`src/rtl/mem_arb_pkg.sv`:
```
// mem_arb_pkg: shared state encoding, port indices and default widths for the memory arbiter
package mem_arb_pkg;
  typedef enum logic [1:0] {IDLE = 2'd0, BUSY0 = 2'd1, BUSY1 = 2'd2} state_t;
  localparam int P0 = 0;
  localparam int P1 = 1;
  localparam int ADDR_W_DEF = 32;
  localparam int LINE_W_DEF = 256;
endpackage

```
`src/rtl/rr_pick2.sv`:
```
// rr_pick2: combinational two-way round-robin picker (req, last granted index) -> one-hot grant
module rr_pick2 (
  input  logic [1:0] req,
  input  logic       last,
  output logic [1:0] grant
);
  assign grant = &req ? (last ? 2'b01 : 2'b10) : req;
endmodule

```
`src/rtl/mem_arbiter.sv`:
```
// mem_arbiter: round-robin sharing of Data_Memory between icache (m0, read-only) and dcache (m1), registered mem_* side, sticky timeout err_o
module mem_arbiter
  import mem_arb_pkg::*;
#(
  parameter int ADDR_W  = ADDR_W_DEF,
  parameter int LINE_W  = LINE_W_DEF,
  parameter int TIMEOUT = 64
) (
  input  logic              clk_i,
  input  logic              rst_i,
  input  logic              m0_enable_i,
  input  logic [ADDR_W-1:0] m0_addr_i,
  output logic              m0_ack_o,
  output logic [LINE_W-1:0] m0_data_o,
  input  logic              m1_enable_i,
  input  logic              m1_write_i,
  input  logic [ADDR_W-1:0] m1_addr_i,
  input  logic [LINE_W-1:0] m1_data_i,
  output logic              m1_ack_o,
  output logic [LINE_W-1:0] m1_data_o,
  output logic              mem_enable_o,
  output logic              mem_write_o,
  output logic [ADDR_W-1:0] mem_addr_o,
  output logic [LINE_W-1:0] mem_data_o,
  input  logic              mem_ack_i,
  input  logic [LINE_W-1:0] mem_data_i,
  output logic [1:0]        grant_o,
  output logic              err_o
);
  localparam int CW = $clog2(TIMEOUT) + 1;
  state_t state;
  logic last;
  logic [CW-1:0] cnt;
  logic [1:0] pick;
  rr_pick2 u_pick (.req({m1_enable_i, m0_enable_i}), .last(last), .grant(pick));
  assign m0_ack_o  = state == BUSY0 && mem_ack_i;
  assign m1_ack_o  = state == BUSY1 && mem_ack_i;
  assign m0_data_o = m0_ack_o ? mem_data_i : '0;
  assign m1_data_o = m1_ack_o ? mem_data_i : '0;
  always_ff @(posedge clk_i) begin
    if (rst_i) begin
      state        <= IDLE;
      last         <= 1'b1;
      cnt          <= '0;
      err_o        <= 1'b0;
      grant_o      <= '0;
      mem_enable_o <= 1'b0;
      mem_write_o  <= 1'b0;
      mem_addr_o   <= '0;
      mem_data_o   <= '0;
    end else if (state == IDLE) begin
      if (|pick) begin
        state        <= pick[P0] ? BUSY0 : BUSY1;
        grant_o      <= pick;
        mem_enable_o <= 1'b1;
        mem_write_o  <= pick[P1] && m1_write_i;
        mem_addr_o   <= pick[P0] ? m0_addr_i : m1_addr_i;
        mem_data_o   <= pick[P0] ? '0 : m1_data_i;
        cnt          <= '0;
      end
    end else if (mem_ack_i) begin
      state        <= IDLE;
      last         <= state == BUSY1;
      grant_o      <= '0;
      mem_enable_o <= 1'b0;
      mem_write_o  <= 1'b0;
      mem_addr_o   <= '0;
      mem_data_o   <= '0;
    end else begin
      cnt   <= cnt == CW'(TIMEOUT - 1) ? cnt : cnt + CW'(1);
      err_o <= err_o || cnt >= CW'(TIMEOUT - 2);
    end
  end
endmodule

```
`config.mk`:
```
export PLATFORM = sky130hd
export DESIGN_NAME = mem_arbiter
export DESIGN_NICKNAME = d
export VERILOG_FILES = /design/src/rtl/mem_arb_pkg.sv /design/src/rtl/rr_pick2.sv /design/src/rtl/mem_arbiter.sv
export SDC_FILE = /design/constraint.sdc
export NUM_CORES = 1
export LEC_CHECK = 0
export ABC_AREA = 0
export CORE_AREA = 2 2 537 539
export DETAILED_ROUTE_END_ITERATION = 6
export DIE_AREA = 0 0 539 541
export GPL_TIMING_DRIVEN = 0
export SETUP_SLACK_MARGIN = 0.4
export SLEW_MARGIN = 30
export SYNTH_ARGS = -nofsm -noshare
export SYNTH_HDL_FRONTEND = slang
export SYNTH_HIERARCHICAL = 1
export SYNTH_SLANG_ARGS = --single-unit
```
`constraint.sdc`:
```
create_clock -name clk_i -period 1.95 [get_ports clk_i]
set_input_delay 0.195 -clock clk_i [delete_from_list [all_inputs] [get_ports clk_i]]
set_output_delay 0.195 -clock clk_i [all_outputs]
set_load 0.05 [all_outputs]
```
==> run_results.csv, run 1 <==
group,metric,value,unit
run_status,outcome,"finished, violations left",
run_status,failed_checks,"setup timing",
setup_path,worst_r2r_startpoint,"last",
timing,timing.clock.skew,0.0548,ns
timing,share_of_the_cycle_needed_by_the_critical_path_after_routing,125,%
synthesis,synthesis.yosys.warnings,6,
setup_path,worstPathArrival,2.25,ns
synthesis,synth_edf_count,0,
timing,min_period,2.45,ns
setup_path,criticalPathCategory,"reg -> out",
timing,worstMarginPinSlew,1.00,ns
placed_design,buffer_ports.inserted,1387,
clock_tree,hold_buffers,0,
pwr,power.ir.vdd_worst,0.000591,V
floorplan,design.portCount,1389,
synthesis,async_set_reset_flop_share_out_of_synthesis,0,%
setup_path,cp.required,1.75,ns
route,firstDrtPassIters,5,
layout,fin_cells,6945,
timing,worst_slew_margin_rel,33.1,%
synthesis,yosysMostFrequentCell,"sky130_fd_sc_hd__and2_1",
synthesis,synth_top_area_cell,"sky130_fd_sc_hd__dfxtp_1",
synthesis,yosys-top-cells-count,"sky130_fd_sc_hd__and2_1, sky130_fd_sc_hd__dfxtp_1, sky130_fd_sc_hd__nor2_2",
placed_design,globalplace.congestion,1.03,
hold_path,holdPathEnd,"cnt[5]",
route,detailroute.wirelength.met2,114,mm
floorplan,die_width,539,um
hold_path,holdCritPathClass,"in -> reg",
synthesis,ys_seq_area_share,39.1,%
floorplan,die_height,541,um
floorplan,dieArea,292000,um2
floorplan,core,286000,um2
clock_tree,clock_buffer_depth,3,
synthesis,synth_nets,2231,
route,detail_route.wirelength,241,mm
pwr,static-leakage-power,14.0,nW
setup_path,critical_path.max_fanout,10,
pwr,power_per_cell_area,564,nW/um2
synthesis,synth_flop_cell,"sky130_fd_sc_hd__dfxtp_1",
timing,finalSetupViolCount,1062,
layout,utilization,13.5,%
clock_tree,cts_root_buf,"sky130_fd_sc_hd__clkbuf_16",
setup_path,rr_endpoint,"mem_data_o[193]",
hold_path,hold_path_depth,3,
synthesis,synth.area.top_cells,"sky130_fd_sc_hd__dfxtp_1, sky130_fd_sc_hd__and2_1, sky130_fd_sc_hd__a22oi_2",
route,wl_met1,85.2,mm
placed_design,place_inst,6818,
placed_design,dpl_cell_area,34600,um2
setup_path,reg2reg_depth,9,
layout,nNetsFinal,3691,
timing,timing_max_transition_violations_final,0,
timing,setup_slack,-0.497,ns
global_routing,globalRoute.totalOverflow,0,
clock_tree,clock_sink_count,302,
clock_tree,clock_insertion_delay_worst_skew,0.63,ns
route,met3_length,32.2,mm
global_routing,grt_first_pass_wirelength,285,mm
floorplan,initial_utilization,5.39,%
layout,layout_stage_area_growth_over_the_synthesis_result,150,%
route,viasPerCell,2.88,
route,antenna_left,0,
timing,max_freq,0.409,GHz
global_routing,pin_count_of_the_biggest_net_entering_global_routing,12,
hold_path,worst_hold_startpoint,"rst_i",
layout,drive_above_1_share,52.3,%
route,vias,20000,
synthesis,synth_top_area_share,39.1,%
synthesis,synth_area_per_cell,9.38,um2
route,highest_layer,"met5",
placed_design,dp.final_hpwl,221,mm
layout,design_area,38600,um2
timing,hold_violations,0,
synthesis,synth_area,15400,um2
setup_path,ff2ff_setup_slack,-0.38,ns
route,drcViolationCount,0,
global_routing,grt_pass1_vias,20000,
global_routing,antenna_found_initial,178,
setup_path,critPathLaunchType,"register",
clock_tree,cts_htree_levels,2,
floorplan,std_cell_rows,197,
global_routing,global_route.usage.total,15.9,%
setup_path,cp-end-kind,"output pin",
route,wl_per_cell,34.7,um
clock_tree,cts_tree,"built",
synthesis,synth_cell_type_count,40,
timing,setup_repair_after_global_routing_missed_its_margin,"true",
clock_tree,cts_buffers,41,
clock_tree,clkTransAtPathRegs,0.06,ns
route,first_iter_violations,1024,
synthesis,ys_ff_latch,302,
job,timing.max_cap.violations,0,
synthesis,synth_instances,1647,
-- final cells by class --
| type | instances | area, um2 |
|---|---|---|
| Buffer | 158 | 1680 |
| Sequential cell | 302 | 6060 |
| Inverter | 2 | 7.51 |
| Multi-Input combinational cell | 1185 | 9270 |
| Tap cell | 3781 | 4730 |
| Clock buffer | 59 | 1170 |
| Antenna cell | 29 | 72.6 |
| Clock inverter | 12 | 143 |
| Timing Repair Buffer | 1417 | 15500 |
| Fill cell | 32500 | 248000 |
-- critical path: stages, from the launching register on --
cell and delay [ns]:
sky130_fd_sc_hd__dfxtp_4 0.36, sky130_fd_sc_hd__buf_6 0.13, sky130_fd_sc_hd__nor2_4 0.11, sky130_fd_sc_hd__buf_12 0.18, sky130_fd_sc_hd__buf_12 0.18, sky130_fd_sc_hd__clkbuf_8 0.20, sky130_fd_sc_hd__and2_2 0.20, sky130_fd_sc_hd__buf_4 0.21
-- how the worst max path moves through the flow --
stage	startpoint	depth (start not counted)	endpoint	slack, ns
after floorplan	last	9	mem_addr_o[0]	0.35
after global placement	mem_ack_i	6	m0_data_o[12]	-3.88
after detailed placement	mem_ack_i	8	m0_data_o[227]	-1.90
after CTS	state[1]	8	m0_data_o[190]	-0.64
after global routing	grant_o[0]	8	m0_data_o[226]	-0.60
final	grant_o[0]	7	m1_data_o[16]	-0.50
-- layer usage --
layer,vias up,GRT usage (%)
met1,9619,16.3
met5,-,0.0164
li1,8512,-
met4,34,5.33
met3,378,8.98
met2,1440,27.0
-- metrics by stage --
step / setup TNS [ns] / hold WS [ns] / setup WS, ns / total power [W]
floorplan: 0 / 0.291 / 0.353 / 0.00981
global placement: -1736.29 / 0.462 / -3.88 / 0.0137
detailed placement: -911.04 / 0.465 / -1.90 / 0.0137
CTS: -447.80 / 0.112 / -0.639 / 0.0218
global route: -446.29 / 0.181 / -0.605 / 0.0225
finish: -323.16 / 0.178 / -0.497 / 0.0218
-- sequential cells by signal, summed over array words and instances, names as in the netlist --
signal / flops
grant_o: 2
mem_data_o: 256
err_o: 1
state: 1
mem_write_o: 1
mem_addr_o: 32
mem_enable_o: 1
cnt: 7
last: 1
-- logic make-up (layout without fill, tap and decap cells) --
group	after synthesis	after routing	synth area share [%]
buf+inv	160	1648	6.18
simple gates	841	841	32.0
fa+ha+maj	2	2	0.162
flops	302	302	39.1
compound gates	309	309	20.1
mux	33	33	2.41
other cells	0	29	0
-- power breakdown --
part / switching (W) / internal, W / leakage (nW)
logic: 0.00454 / 0.00292 / 10.9
registers: 0.000190 / 0.00639 / 2.45
clock network: 0.00326 / 0.00445 / 0.631
total: 0.00800 / 0.0138 / 14.0
-- cells in the final DEF (no fill, tap or decap), types with 82 or more instances in the layout --
cell type / n
sky130_fd_sc_hd__dfxtp_1: 293
sky130_fd_sc_hd__a22oi_2: 160
sky130_fd_sc_hd__a22oi_1: 128
sky130_fd_sc_hd__and2_2: 353
sky130_fd_sc_hd__buf_2: 82
sky130_fd_sc_hd__nor2_2: 171
sky130_fd_sc_hd__buf_6: 139
sky130_fd_sc_hd__buf_4: 160
sky130_fd_sc_hd__clkdlybuf4s50_1: 838
sky130_fd_sc_hd__buf_8: 159
sky130_fd_sc_hd__nor2_1: 128
sky130_fd_sc_hd__and2_4: 136
sky130_fd_sc_hd__buf_12: 101
-- what timing repair did --
action	4_1_cts	5_1_grt
cloned	8	6
setup endpoints to repair	1107	1107
gates resized for setup	3351	586
buffers inserted	7	6
pin swaps	11	6
Power figures use the tool's default switching activity.
==> run 2, diff against run 1 <==
SLEW_MARGIN = default   (was 30)
==> run_results.csv, run 2 (synthesized netlist as in run 1, its figures left out) <==
group,metric,value,unit
run_status,outcome,"finished, violations left",
run_status,failed_checks,"setup timing",
setup_path,rr_endpoint,"mem_data_o[193]",
timing,min_period,2.50,ns
timing,hold_violations,0,
route,antenna_left,0,
timing,timing_max_transition_violations_final,0,
hold_path,worst_hold_startpoint,"rst_i",
pwr,p_int,0.0137,W
hold_path,holdCritPathClass,"in -> reg",
setup_path,cp.required,1.75,ns
layout,fill_cells,32600,
clock_tree,clkTransAtPathRegs,0.06,ns
route,detail_route.wirelength,240,mm
route,first_iter_violations,1216,
route,firstDrtPassIters,5,
setup_path,worstPathArrival,2.31,ns
pwr,switchingPower,0.00795,W
timing,worstMarginPinSlew,1.36,ns
timing,hold-worst-slack,0.194,ns
pwr,fraction_of_power_spent_switching_nets,36.8,%
global_routing,grt_first_pass_wirelength,283,mm
setup_path,ff2ff_setup_slack,-0.41,ns
floorplan,die_height,541,um
clock_tree,clock_buffer_depth,3,
setup_path,cp-end-kind,"output pin",
timing,share_of_the_cycle_needed_by_the_critical_path_after_routing,128,%
setup_path,gate_family_responsible_for_the_most_delay_along_the_worst_path,"buffers and inverters",
global_routing,global_route.usage.total,15.8,%
route,drcViolationCount,0,
route,wl_per_cell,34.5,um
floorplan,std_cell_rows,197,
clock_tree,clock_sink_count,302,
clock_tree,cts_htree_levels,2,
floorplan,design.portCount,1389,
placed_design,buffer_ports.inserted,1387,
clock_tree,cts_tree,"built",
setup_path,reg2reg_depth,9,
hold_path,holdPathEnd,"cnt[5]",
setup_path,criticalPathCategory,"reg -> out",
setup_path,critPathLaunchType,"register",
global_routing,pin_count_of_the_biggest_net_entering_global_routing,13,
setup_path,cell_type_of_the_slowest_stage_on_the_worst_timing_path,"sky130_fd_sc_hd__clkdlybuf4s50_1",
job,timing.max_cap.violations,0,
timing,max_freq,0.400,GHz
layout,largest-register,"mem_data_o",
floorplan,die_width,539,um
clock_tree,hold_buffers,0,
setup_path,worst_path_buf_inv,1,
timing,setup_slack,-0.550,ns
global_routing,grt_pass1_vias,19900,
layout,most-common-layout-cells,"sky130_fd_sc_hd__clkdlybuf4s50_1, sky130_fd_sc_hd__and2_2, sky130_fd_sc_hd__dfxtp_1",
pwr,p_seq_share,30.4,%
pwr,static-leakage-power,13.6,nW
layout,multi_input_gate_area,9190,um2
setup_path,worst_r2r_startpoint,"last",
floorplan,initial_utilization,5.39,%
layout,nNetsFinal,3681,
pwr,power.ir.vdd_worst,0.000573,V
layout,drive_above_1_share,50.9,%
timing,setup_repair_after_global_routing_missed_its_margin,"true",
pwr,power.share.combinational,33.2,%
timing,timing.clock.skew,0.0260,ns
layout,utilization,13.1,%
pwr,clock_power_share,36.4,%
floorplan,dieArea,292000,um2
route,vias,19900,
global_routing,antenna_found_initial,191,
setup_path,worst_stage_delay_on_the_critical_path,1.20,ns
layout,reg.largest.list,"mem_data_o: 256 flops, mem_addr_o: 32 flops, cnt: 7 flops",
hold_path,hold_path_depth,3,
timing,finalSetupViolCount,1089,
route,viasPerCell,2.86,
setup_path,worstPathCellList,"clkdlybuf4s50_1",
pwr,power_per_cell_area,576,nW/um2
floorplan,core,286000,um2
setup_path,critical_path.max_fanout,2,
placed_design,dp.final_hpwl,221,mm
clock_tree,clock_insertion_delay_worst_skew,0.61,ns
timing,worst_slew_margin_rel,9.49,%
global_routing,globalRoute.totalOverflow,0,
layout,layout_commonest_cell,"sky130_fd_sc_hd__clkdlybuf4s50_1",
clock_tree,cts_root_buf,"sky130_fd_sc_hd__clkbuf_16",
layout,layout_stage_area_growth_over_the_synthesis_result,143,%
layout,sequential_standard_cell_area,6050,um2
clock_tree,cts_buffers,41,
layout,largest_reg_flops,256,
placed_design,globalplace.congestion,1.03,
-- run 2: changes by cell type in the layout (fill, tap and decap cells not counted), sizes merged, moves of 6 or more --
cell and change:
buf -47, clkdlybuf4s50 +28, clkinv +7, diode +17, dlygate4sd2 +6
-- run 2: how the worst max path moves through the flow --
| stage | startpoint | to | cells after the start |
|---|---|---|---|
| CTS | grant_o[0] | m0_data_o[226] | 7 |
| detailed placement | mem_ack_i | m1_data_o[35] | 8 |
| global placement | mem_ack_i | m0_data_o[12] | 6 |
| floorplan | last | mem_addr_o[0] | 9 |
| global route | grant_o[0] | m1_data_o[239] | 8 |
| finish | mem_data_o[66] | mem_data_o[66] | 1 |
-- run 2: through the flow --
step,cells,instance area (um2),power [W],TNS (ns),setup WS (ns)
finish,6956,37500,0.0216,-351.27,-0.550
global route,6921,37400,0.0224,-455.73,-0.631
CTS,6899,36400,0.0218,-464.27,-0.674
detailed placement,6817,34800,0.0137,-1114.18,-2.44
global placement,6815,34700,0.0137,-1736.29,-3.88
floorplan,1647,16100,0.00981,0,0.353
-- run 2: power by group through the flow --
stage | clock, W | combinational, W | sequential [W]
after global routing | 0.00833 | 0.00743 | 0.00660
after detailed placement | 0 | 0.00697 | 0.00671
after global placement | 0 | 0.00696 | 0.00671
after floorplan | 0 | 0.00243 | 0.00737
final | 0.00786 | 0.00717 | 0.00658
after CTS | 0.00812 | 0.00711 | 0.00658
-- run 2: repair_timing --
| item | 4_1_cts | 5_1_grt |
|---|---|---|
| hold endpoints to repair | 0 | 0 |
| resized for setup | 3371 | 348 |
| cloned | 2 | 4 |
| pin swaps | 7 | 7 |
| setup buffers | 5 | 7 |
| setup endpoints to repair | 1107 | 1107 |
-- run 2: cell type report --
cell class / count / area share [%]
clock inverters: 20 / 0.474
clock buffers: 55 / 3.17
inverters: 2 / 0.0200
multi-input cells: 1185 / 24.5
well taps: 3781 / 12.6
repair buffers: 1407 / 38.5
flip-flops and latches: 302 / 16.1
diodes: 46 / 0.307
plain buffers: 158 / 4.24
-- run 2: metal layers --
layer	vias to the layer above	global-route usage [%]	routed length (um)
met1	9496	16.3	84600
met5	-	0	200
met4	28	5.71	11300
met3	384	8.77	32200
li1	8520	-	-
met2	1449	26.6	112000
